## src/rtl/seven_segment_scanner.sv

```systemverilog
// Time-multiplexed 7-segment driver: snapshots the digit bus once per frame and
// scans one digit per slot onto shared anode/segment/dp pins.
module seven_segment_scanner #(
    parameter int NUMBER_OF_DIGITS = 4,
    parameter int REFRESH_DIVIDE   = 100000,
    parameter int DEAD_CYCLES      = 16,
    parameter bit ACTIVE_LOW       = 1'b1
) (
    input  logic                          clk,
    input  logic                          rst,
    input  logic                          enable,
    input  logic [4*NUMBER_OF_DIGITS-1:0] digits,
    input  logic [NUMBER_OF_DIGITS-1:0]   dp_mask,
    input  logic                          blank_lead,
    output logic [NUMBER_OF_DIGITS-1:0]   anode,
    output logic [6:0]                    segments,
    output logic                          dp,
    output logic                          frame_start
);

    localparam int N     = NUMBER_OF_DIGITS;
    localparam int CNT_W = $clog2(REFRESH_DIVIDE);
    localparam int IDX_W = $clog2(NUMBER_OF_DIGITS);
    localparam logic [N-1:0] AN_OFF  = {N{ACTIVE_LOW}};
    localparam logic [6:0]   SEG_OFF = {7{ACTIVE_LOW}};

    logic [CNT_W-1:0]  cnt;
    logic [IDX_W-1:0]  idx;
    logic              running;
    logic [N-1:0][3:0] snap_digits;
    logic [N-1:0]      snap_dp;
    logic              snap_blank;

    logic              slot_end, frame_end, new_frame;
    logic [N-1:0]      blank;
    logic [N-1:0]      anode_on;
    logic [6:0]        seg_on;
    logic              dp_on;
    logic              lead;

    // Active-high glyphs, bit order {g,f,e,d,c,b,a}
    function automatic logic [6:0] decode(input logic [3:0] v);
        case (v)
            4'h0: decode = 7'h3F;
            4'h1: decode = 7'h06;
            4'h2: decode = 7'h5B;
            4'h3: decode = 7'h4F;
            4'h4: decode = 7'h66;
            4'h5: decode = 7'h6D;
            4'h6: decode = 7'h7D;
            4'h7: decode = 7'h07;
            4'h8: decode = 7'h7F;
            4'h9: decode = 7'h6F;
            4'hA: decode = 7'h77;
            4'hB: decode = 7'h7C;
            4'hC: decode = 7'h39;
            4'hD: decode = 7'h5E;
            4'hE: decode = 7'h79;
            default: decode = 7'h71;
        endcase
    endfunction

    assign slot_end  = (cnt == CNT_W'(REFRESH_DIVIDE - 1));
    assign frame_end = slot_end && (idx == IDX_W'(N - 1));
    // First cycle after enable rises also opens a frame
    assign new_frame = enable && (!running || frame_end);

    always_ff @(posedge clk or posedge rst) begin
        if (rst) begin
            cnt     <= '0;
            idx     <= '0;
            running <= 1'b0;
        end else if (!enable) begin
            cnt     <= '0;
            idx     <= '0;
            running <= 1'b0;
        end else if (!running) begin
            cnt     <= '0;
            idx     <= '0;
            running <= 1'b1;
        end else if (slot_end) begin
            cnt <= '0;
            idx <= frame_end ? '0 : idx + IDX_W'(1);
        end else begin
            cnt <= cnt + CNT_W'(1);
        end
    end

    always_ff @(posedge clk or posedge rst) begin
        if (rst) begin
            snap_digits <= '0;
            snap_dp     <= '0;
            snap_blank  <= 1'b0;
            frame_start <= 1'b0;
        end else begin
            frame_start <= new_frame;
            if (new_frame) begin
                snap_digits <= digits;
                snap_dp     <= dp_mask;
                snap_blank  <= blank_lead;
            end
        end
    end

    // A digit blanks only while it and everything above it are zero
    always_comb begin
        blank = '0;
        lead  = snap_blank;
        for (int i = N - 1; i > 0; i--) begin
            lead     = lead && (snap_digits[i] == 4'h0);
            blank[i] = lead;
        end
    end

    always_comb begin
        anode_on = '0;
        seg_on   = '0;
        dp_on    = 1'b0;
        if (running) begin
            seg_on = blank[idx] ? 7'h00 : decode(snap_digits[idx]);
            dp_on  = snap_dp[idx];
            if (32'(cnt) >= DEAD_CYCLES)
                anode_on[idx] = 1'b1;
        end
    end

    always_ff @(posedge clk or posedge rst) begin
        if (rst) begin
            anode    <= AN_OFF;
            segments <= SEG_OFF;
            dp       <= ACTIVE_LOW;
        end else if (!enable) begin
            anode    <= AN_OFF;
            segments <= SEG_OFF;
            dp       <= ACTIVE_LOW;
        end else begin
            anode    <= anode_on ^ AN_OFF;
            segments <= seg_on ^ SEG_OFF;
            dp       <= dp_on ^ ACTIVE_LOW;
        end
    end

endmodule

```

## config.mk

```make
export PLATFORM = sky130hd
export DESIGN_NAME = seven_segment_scanner
export DESIGN_NICKNAME = d
export VERILOG_FILES = /design/src/rtl/seven_segment_scanner.sv
export SDC_FILE = /design/constraint.sdc
export NUM_CORES = 1
export LEC_CHECK = 0
export CAP_MARGIN = 30
export CORE_MARGIN = 10
export CORE_UTILIZATION = 40
export CTS_CLUSTER_SIZE = 30
export DETAILED_ROUTE_END_ITERATION = 10
export GPL_TIMING_DRIVEN = 0
export HOLD_SLACK_MARGIN = 0.03
export SLEW_MARGIN = 20
export SYNTH_ARGS = -nofsm -noshare
export SYNTH_HDL_FRONTEND = slang
export SYNTH_SLANG_ARGS = --single-unit
```

## constraint.sdc

```tcl
create_clock -name clk -period 2.9 [get_ports clk]
set_input_delay 0.58 -clock clk [delete_from_list [all_inputs] [get_ports clk]]
set_output_delay 0.58 -clock clk [all_outputs]
set_load 0.05 [all_outputs]
```

==> impl_metrics.py <==
metrics = {
    "clock_tree": {
        "postCtsHoldBufs": 0,
        "clockBufferDepth": 2,
        "htree_levels": 2,
        "cts.clk_slew.worst_paths_ns": 0.11,
        "cts_resized": 0,
        "post_cts_buffers": 0,
        "cts_tree": "done",
        "clkSinkCount": 54,
        "numCtsBuffers": 5,
        "cts-root-buf": "clkbuf_8",
        "clock_latency_ns": 0.32,
    },
    "routing": {
        "vias": 1986,
        "drc_errors": 0,
        "drt_iter0_markers": 53,
        "firstDrtPassIters": 4,
        "vias_per_cell": 5.11,
        "ant_nets": 0,
        "drt-total-wl_um": 5870,
        "wl_per_cell_um": 15.1,
    },
    "cells_and_area": {
        "nFillCells": 642,
        "post-route-util_pct": 49.8,
        "diodes": 0,
        "final_common_cell": "dfrtp_1",
        "fin_nets": 328,
        "layout_common_cells": "dfrtp_1, clkdlybuf4s50_1, mux2_2",
        "final_layout_size_suffix_gt1_share_pct": 22.5,
        "multi_input_area_um2": 1340,
        "regArea_um2": 1370,
        "stdcell_area_um2": 3400,
        "syn2layout_area_growth_pct": 20.6,
    },
    "setup_path": {
        "reg2reg_from": "idx[1]",
        "crit_path_end_kind": "flop",
        "crit_path_max_incr_delay_ns": 0.62,
        "cp_data_required_time_ns": 3.16,
        "path_cells": "buf_2, mux4_2, inv_1, ha_1, mux2i_1, a221oi_1, o31ai_1, nand4_1",
        "critPathArrivalTime_ns": 2.78,
        "critPathKind": "reg -> reg",
        "reg2reg_to": "segments[0]",
        "critPathMaxFanout": 10,
        "worstRegToRegCells": 8,
        "r2r_slack_ns": 0.38,
        "slowest_stage": "mux4_2",
        "critPathLaunchType": "flop",
    },
    "timing": {
        "worstMarginPinSlew_ns": 0.646,
        "max_freq_mhz": 397,
        "drv_slew": 0,
        "final.setup.worst_slack_ns": 0.380,
        "slew_headroom_pct": 56.8,
        "min_period_over_period_pct": 86.9,
        "min_period_ns": 2.52,
        "fin_skew_ns": 0.00750,
        "setup_viol": 0,
        "hold_viol": 0,
        "rsz0062_at_grt": "false",
    },
    "yosys": {
        "yosysTopAreaCellShare_pct": 37.2,
        "ys.flop_type": "dfrtp_1",
        "ys_seq_elements": 54,
        "synth.distinct_cells": 41,
        "ys_top_cells_by_area": "dfrtp_1, dfstp_2, mux2_2, ha_1, mux4_2",
        "synth_edf_count": 0,
        "syn_avg_cell_area_um2": 11.3,
        "synth_top_area_cell": "dfrtp_1",
        "ys_seq_area_share_pct": 48.4,
        "yosys_warnings": 0,
        "syn_inst": 249,
        "async_flop_share_pct": 100,
        "syn-num-nets": 285,
        "netlist_area_um2": 2820,
    },
    "global_route": {
        "antenna_found_initial": 0,
        "grt_pass1_vias": 1959,
        "grt_usage_pct": 11.1,
        "grt_pass1_wl_um": 10000,
        "gr-total-overflow": 0,
        "grt_max_degree": 55,
    },
    "die": {
        "dieArea_um2": 10800,
        "fp.dieH_um": 104,
        "pin_count": 37,
        "rows": 30,
        "initial_utilization_pct": 41.3,
        "coreArea_um2": 6830,
        "die-width_um": 104,
    },
    "worst_hold_path": {
        "min_path_type": "reg -> reg",
        "min_to": "snap_dp[0]",
        "hold_depth": 1,
        "worstHoldStart": "snap_dp[0]",
    },
    "pwr": {
        "power.leakage_nw": 1.34,
        "total_power_w": 0.00165,
        "irDropWorstVdd_mv": 0.238,
        "power_density_nw_per_um2": 483,
    },
    "placed_design": {
        "place_hpwl_um": 4380,
        "postPlaceCellArea_um2": 3310,
        "port-buffer-count": 36,
        "place_ws_ns": 0.436,
        "place_congestion": 0.822,
    },
    "status": {
        "outcome": "completed",
    },
    "run": {
        "cap_violations": 0,
    },
}
per-layer routing:
| layer | part of all wire [%] | track usage [%] | up-vias |
|---|---|---|---|
| met5 | 0 | 0 | - |
| met4 | 1.4 | 4.17 | 0 |
| met3 | 3.6 | 2.97 | 9 |
| met2 | 47 | 16.8 | 28 |
| met1 | 48 | 14.6 | 975 |
| li1 | - | - | 974 |
state kept, by name (all words and copies together), names as in the netlist:
signal,count
idx,2
snap_blank,1
frame_start,1
snap_dp,4
dp,1
anode,4
snap_digits,16
segments,7
cnt,17
running,1
worst max-delay path: cells and delay by family, from the launching register on:
family | cells | cell delay [ns]
adders and majority gates | 1 | 0.35
DFF | 1 | 0.38
muxes | 2 | 0.75
AOI/OAI and AO/OA | 2 | 0.44
and+or+nand+nor | 1 | 0.11
buffers and inverters | 2 | 0.42
how the worst max path moves through the flow:
| stage | from | endpoint | slack [ns] | cells after the start |
|---|---|---|---|---|
| floorplan | idx[1] | segments[0] | 0.77 | 8 |
| global placement | rst | idx[1] | -0.03 | 2 |
| CTS | idx[1] | segments[0] | 0.41 | 8 |
| finish | idx[1] | segments[0] | 0.38 | 8 |
| global route | idx[1] | segments[0] | 0.17 | 8 |
| detailed placement | enable | snap_digits[12] | 0.44 | 5 |
cell families (layout without fill, tap and decap cells):
logic type / after synthesis / in the layout / share of synthesized area (%)
AO/OA/AOI/OAI: 24 / 24 / 5.32
XOR/XNOR: 14 / 14 / 4.34
adder cells (fa/ha/maj): 12 / 12 / 5.32
buffers and inverters: 24 / 68 / 4.08
flip-flops: 54 / 54 / 48.4
multiplexers: 39 / 39 / 17.2
AND/OR/NAND/NOR: 82 / 82 / 15.3
cells in the mapped netlist (2+ instances only):
master / n
a21oi_1: 7
a31oi_1: 2
and2_1: 2
buf_2: 5
buf_4: 3
dfrtp_1: 42
dfstp_2: 12
ha_1: 12
inv_1: 14
mux2_2: 25
mux2i_1: 8
mux4_2: 5
nand2_1: 13
nand3_1: 11
nand4_1: 8
nor2_1: 19
nor2b_1: 2
nor3_1: 8
nor3b_1: 2
nor4_1: 6
o211ai_1: 3
o21ai_0: 6
or3_1: 3
or4_1: 2
xnor2_1: 9
xor2_1: 5
where the power goes:
group	switching, W	internal, W
Combinational	0.000159	0.000160
Clock	0.000283	0.000181
Sequential	0.0000457	0.000816
per-stage QoR:
step | std cells | hold WS (ns) | setup TNS, ns
2_1_floorplan | 249 | 0.474 | 0
3_3_place_gp | 381 | 0.488 | -1.07
3_5_place_dp | 381 | 0.494 | 0
4_1_cts | 389 | 0.521 | 0
5_1_grt | 389 | 0.534 | 0
6_report | 389 | 0.514 | 0
area by class of cell:
class	instances	share of cell area, %
Sequential cell	54	40.1
Multi-Input combinational cell	171	39.4
Timing Repair Buffer	36	10.6
Tap cell	96	3.53
Clock buffer	5	2.02
Buffer	10	1.84
Inverter	14	1.62
Clock inverter	3	0.846
(Power assumes the default switching activity.)
